`config.mk`:
```
export PLATFORM = sky130hd
export DESIGN_NAME = aggregation_fifo
export DESIGN_NICKNAME = d
export VERILOG_FILES = /design/src/rtl/aggregation_pkg.sv /design/src/rtl/aggregation_fifo_memory.sv /design/src/rtl/aggregation_fifo.sv
export SDC_FILE = /design/constraint.sdc
export NUM_CORES = 1
export LEC_CHECK = 0
export BUFFER_PORTS_ARGS = -buffer_cell sky130_fd_sc_hd__buf_2
export CORE_MARGIN = 2
export CORE_UTILIZATION = 61
export CTS_CLUSTER_SIZE = 10
export DETAILED_ROUTE_END_ITERATION = 7
export PLACE_DENSITY = 0.81
export SYNTH_ARGS = -nofsm -noshare
export SYNTH_HDL_FRONTEND = slang
export SYNTH_SLANG_ARGS = --single-unit
export TNS_END_PERCENT = 1
```
`constraint.sdc`:
```
create_clock -name clk -period 9.2 [get_ports clk]
set_input_delay 1.38 -clock clk [delete_from_list [all_inputs] [get_ports clk]]
set_output_delay 1.38 -clock clk [all_outputs]
set_load 0.01 [all_outputs]
```
`src/rtl/aggregation_pkg.sv`:
```
// Shared definitions for the aggregation FIFO slice: pointer sizing and lane element type.
package aggregation_pkg;

  localparam int unsigned LANE_WIDTH = 8;

  typedef logic signed [LANE_WIDTH-1:0] lane_t;

  // Pointer width carries one extra wrap bit above the storage address.
  function automatic int ptr_w(input int height);
    return $clog2(height) + 1;
  endfunction

endpackage

```
`src/rtl/aggregation_fifo_memory.sv`:
```
// Storage array for the aggregation FIFO: one synchronous write port, zero-cycle read port.
module fifo_memory #(
  parameter int WIDTH  = 8,
  parameter int DEPTH  = 128,
  parameter int ADDR_W = 7
) (
  input  logic              clk,
  input  logic              write_en,
  input  logic [ADDR_W-1:0] write_addr,
  input  logic [WIDTH-1:0]  write_data,
  input  logic              read_en,
  input  logic [ADDR_W-1:0] read_addr,
  output logic [WIDTH-1:0]  read_data
);

  logic [WIDTH-1:0] mem [DEPTH];

  always_ff @(posedge clk) begin
    if (write_en) begin
      mem[write_addr] <= write_data;
    end
  end

  always_comb begin
    read_data = '0;
    if (read_en) begin
      read_data = mem[read_addr];
    end
  end

endmodule

```
`src/rtl/aggregation_fifo.sv`:
```
// Valid/ready first-word-fall-through FIFO controller with occupancy, almost-full and high-water tracking.
module aggregation_fifo
  import aggregation_pkg::*;
#(
  parameter int WIDTH        = 8,
  parameter int PARALLELISM  = 1,
  parameter int HEIGHT       = 128,
  parameter int AFULL_THRESH = HEIGHT - 4
) (
  input  logic                                 clk,
  input  logic                                 rst,
  input  logic                                 flush,
  input  logic                                 in_valid,
  output logic                                 in_ready,
  input  logic signed [PARALLELISM*WIDTH-1:0]  in_data,
  output logic                                 out_valid,
  input  logic                                 out_ready,
  output logic signed [PARALLELISM*WIDTH-1:0]  out_data,
  output logic [ptr_w(HEIGHT)-1:0]             count,
  output logic                                 almost_full,
  output logic [ptr_w(HEIGHT)-1:0]             high_water
);

  localparam int DW = PARALLELISM * WIDTH;
  localparam int PW = ptr_w(HEIGHT);
  localparam int AW = PW - 1;
  localparam logic [PW-1:0] AFULL_LVL = PW'(AFULL_THRESH);

  logic [PW-1:0] wr_ptr, rd_ptr;
  logic [PW-1:0] count_q, count_nxt, hw_q;
  logic          afull_q;
  logic          empty, full, push, pop;
  logic [DW-1:0] rd_data;

  assign empty = (wr_ptr == rd_ptr);
  assign full  = (wr_ptr[AW] != rd_ptr[AW]) && (wr_ptr[AW-1:0] == rd_ptr[AW-1:0]);

  assign in_ready  = !full;
  assign out_valid = !empty;
  assign push      = in_valid && in_ready;
  assign pop       = out_valid && out_ready;

  fifo_memory #(
    .WIDTH  (DW),
    .DEPTH  (HEIGHT),
    .ADDR_W (AW)
  ) u_mem (
    .clk        (clk),
    .write_en   (push),
    .write_addr (wr_ptr[AW-1:0]),
    .write_data (in_data),
    .read_en    (1'b1),
    .read_addr  (rd_ptr[AW-1:0]),
    .read_data  (rd_data)
  );

  always_comb begin
    out_data = '0;
    if (out_valid) begin
      out_data = rd_data;
    end
  end

  always_comb begin
    count_nxt = count_q;
    if (flush) begin
      count_nxt = '0;
    end else if (push && !pop) begin
      count_nxt = count_q + PW'(1);
    end else if (pop && !push) begin
      count_nxt = count_q - PW'(1);
    end
  end

  // A push during flush still writes storage, but the pointer reset discards it.
  always_ff @(posedge clk or posedge rst) begin
    if (rst) begin
      wr_ptr  <= '0;
      rd_ptr  <= '0;
      count_q <= '0;
      hw_q    <= '0;
      afull_q <= 1'b0;
    end else begin
      if (flush) begin
        wr_ptr <= '0;
        rd_ptr <= '0;
      end else begin
        if (push) wr_ptr <= wr_ptr + PW'(1);
        if (pop)  rd_ptr <= rd_ptr + PW'(1);
      end
      count_q <= count_nxt;
      afull_q <= (count_nxt >= AFULL_LVL);
      if (count_nxt > hw_q) begin
        hw_q <= count_nxt;
      end
    end
  end

  assign count       = count_q;
  assign almost_full = afull_q;
  assign high_water  = hw_q;

endmodule

```
==> metrics <==
run status=finished, final reports clean; die extent in x=266 µm; Overflow after GRT=0; total power=10.7 mW; metal3 WL=11.3 mm; Critical Path AT=4.90 ns; multi-input logic area=9630 µm²; R2R depth=14; most common flop cell mapped by yosys=edfxtp_1; initial antenna violation count=5; Clock transition at path regs=0.06 ns; post-CTS sizing=0; R2R Setup Slk=3.74 ns; worst hold path depth=1; crit path capture type=output pin; cts bufs inserted=116; Synth top area share=73.5%; register area=31600 µm²; ys async rst share=3.12%; Avg WL per Cell=32.6 µm; max-slew violation total from the final report=0; GPL Wtd Cong=0.938; drt drc=0; Synth cell types=59; VDD IR max=0.162 mV; Final min period=6.28 ns; CP Class=flop to output pin; max cap viols=0; required time worst endpoint=7.82 ns; setup TNS=0 ns; clock insertion delay at the later pin of the skew report=0.68 ns; Post-DRT Antenna Nets=0; Cells after Synth=2113; synth top area cells=edfxtp_1, mux4_2, dfrtp_1; num ports=40; post-synth top area cell=edfxtp_1; flops & latches, synth=1057; Layout area overhead=10.0%; Hold Crit Class=flop to flop; core area=68200 µm²; final worst setup slack=2.92 ns; vias in the first global route=22300; CTS tree=done; Post-CTS Repair Setup Buffers=0; IO Port Bufs=39; largest net degree at the start of global routing=129; starting DRC count in detailed routing=3324; WHS=0.536 ns; fraction of layout instances using a drive strength above 1=21.6%; Yosys warnings=0; setup violators final=0; NumNets Final=2211; clk root buf=clkbuf_16; crit share post-route=68.3%; Mapped Area=41900 µm²; Post-synth EDFFs=1024; RSZ-0062 raised after global routing=no; Tot GR Track Use=29.1%; P_leak=14.4 nW; Die Area=70700 µm²; via count=22000; Row Count=96; Worst Tran Pin Value=1.30 ns; synth cell count leaders=edfxtp_1, mux4_2, nor2_1; Die H=266 µm; detailed-route wire length on metal 1=36.0 mm; hold path start=high_water[6]$_DFFE_PP0N_; sequential fraction of the synthesis area=75.4%; dpl hpwl=56.9 mm; clock sinks=1057; net count after synthesis=2138; Fmax=0.159 GHz; Hold Fails Final Rpt=0; Crit Reg-Reg Startpoint=rd_ptr[1]$_DFFE_PP0P_; filler cell count=4005; DR top layer=met5; crit path launch type=flop; Starting Density=61.3%; Non-Filler Instances=3104; CTS Hold Buffers Added=0; Mapped Avg Cell Area=19.8 µm²; most common cell in the netlist=edfxtp_1; Clock Path Buffers=3; placed cell count=2950; Setup Skew=0.0316 ns; crit path max fanout=59; PwrDens=231 nW/µm²; global-route wire length before repair=149 mm; met2 wire length=49.0 mm; reg-to-reg endpoint=high_water[0]$_DFFE_PP0N_; hold path endpoint=high_water[6]$_DFFE_PP0N_; CTS H-tree depth=3; DR vias/cell=7.08; antenna cell count=0; final WL=101 mm; Rel. slew slack=13.5%; dpl ws=3.72 ns; DRT Pass-1 Iters=6
[worst max path at each step]
stage	from	to	slack, ns
after detailed placement	rd_ptr[1]$_DFFE_PP0P_	out_data[7]	3.72
after global routing	rd_ptr[1]$_DFFE_PP0P_	out_data[7]	2.62
after global placement	rd_ptr[1]$_DFFE_PP0P_	out_data[7]	3.73
after floorplan	in_valid	high_water[0]$_DFFE_PP0N_	5.01
final	rd_ptr[1]$_DFFE_PP0P_	out_data[7]	2.92
after CTS	rd_ptr[1]$_DFFE_PP0P_	out_data[7]	2.98
[stage by stage]
stage	utilization (%)	area, µm²
2_1_floorplan	-	41900
3_3_place_gp	62.9	42900
3_5_place_dp	62.9	42900
4_1_cts	67.5	46000
5_1_grt	67.5	46000
6_report	67.5	46000
[metal layers]
layer / vias up / global-route usage (%)
met5: - / 0
met4: 10 / 12.7
met3: 355 / 6.44
met2: 1680 / 46.4
met1: 11200 / 39.4
li1: 8709 / -
[report_power, final]
group	switching (mW)	total, mW	internal (mW)
Clock	1.74	4.04	2.30
Combinational	0.700	1.24	0.538
Sequential	0.0622	5.38	5.31
[cell type report]
cell class,instances,share of cell area [%]
sequential,1057,68.6
multi-input combinational,914,20.9
clock buffer,147,6.70
tap,882,2.40
timing repair buffer,73,1.08
inverter,24,0.196
clock inverter,7,0.130
[kinds of logic after synthesis]
logic type / Yosys count / synth area share (%)
adder cells (fa/ha/maj): 12 / 0.359
flip-flops: 1057 / 75.4
XOR/XNOR: 24 / 0.502
multiplexers: 332 / 15.5
AND/OR/NAND/NOR: 385 / 4.00
buffers and inverters: 142 / 1.55
AO/OA/AOI/OAI: 161 / 2.68
[registers in the layout, indices dropped and copies added (netlist names)]
name and count:
u_mem.mem 1024, wr_ptr 8, count 8, rd_ptr 8
high_water 8, almost_full 1
[worst max-delay path, cell delays in order (launching register included)]
cell      delay (ns)
dfrtp_4         1.07
buf_4           0.86
mux4_2          0.38
mux2_2          0.16
o22ai_1         0.07
o21ai_0         0.53
o41ai_1         0.23
a211oi_1        0.58
buf_2           0.24
[cell usage in the layout, fill, tap and decap left out, types with 4 or more instances in the layout]
cell type / n
a2111oi_0: 5
a211oi_1: 16
a21oi_1: 33
a22oi_1: 27
a32oi_1: 5
a41oi_1: 4
and2_1: 10
buf_2: 31
buf_4: 40
clkbuf_1: 28
clkbuf_16: 119
dfrtp_1: 30
edfxtp_1: 1024
ha_1: 12
inv_1: 22
mux2_2: 16
mux2i_1: 65
mux4_2: 250
nand2_1: 98
nand3_1: 18
nand4_1: 13
nor2_1: 190
nor2b_1: 15
nor3_1: 18
o2111ai_1: 4
o21a_1: 5
o21ai_0: 13
o22ai_1: 25
xnor2_1: 15
xor2_1: 9
No activity file was read; power rests on OpenSTA's default activity.
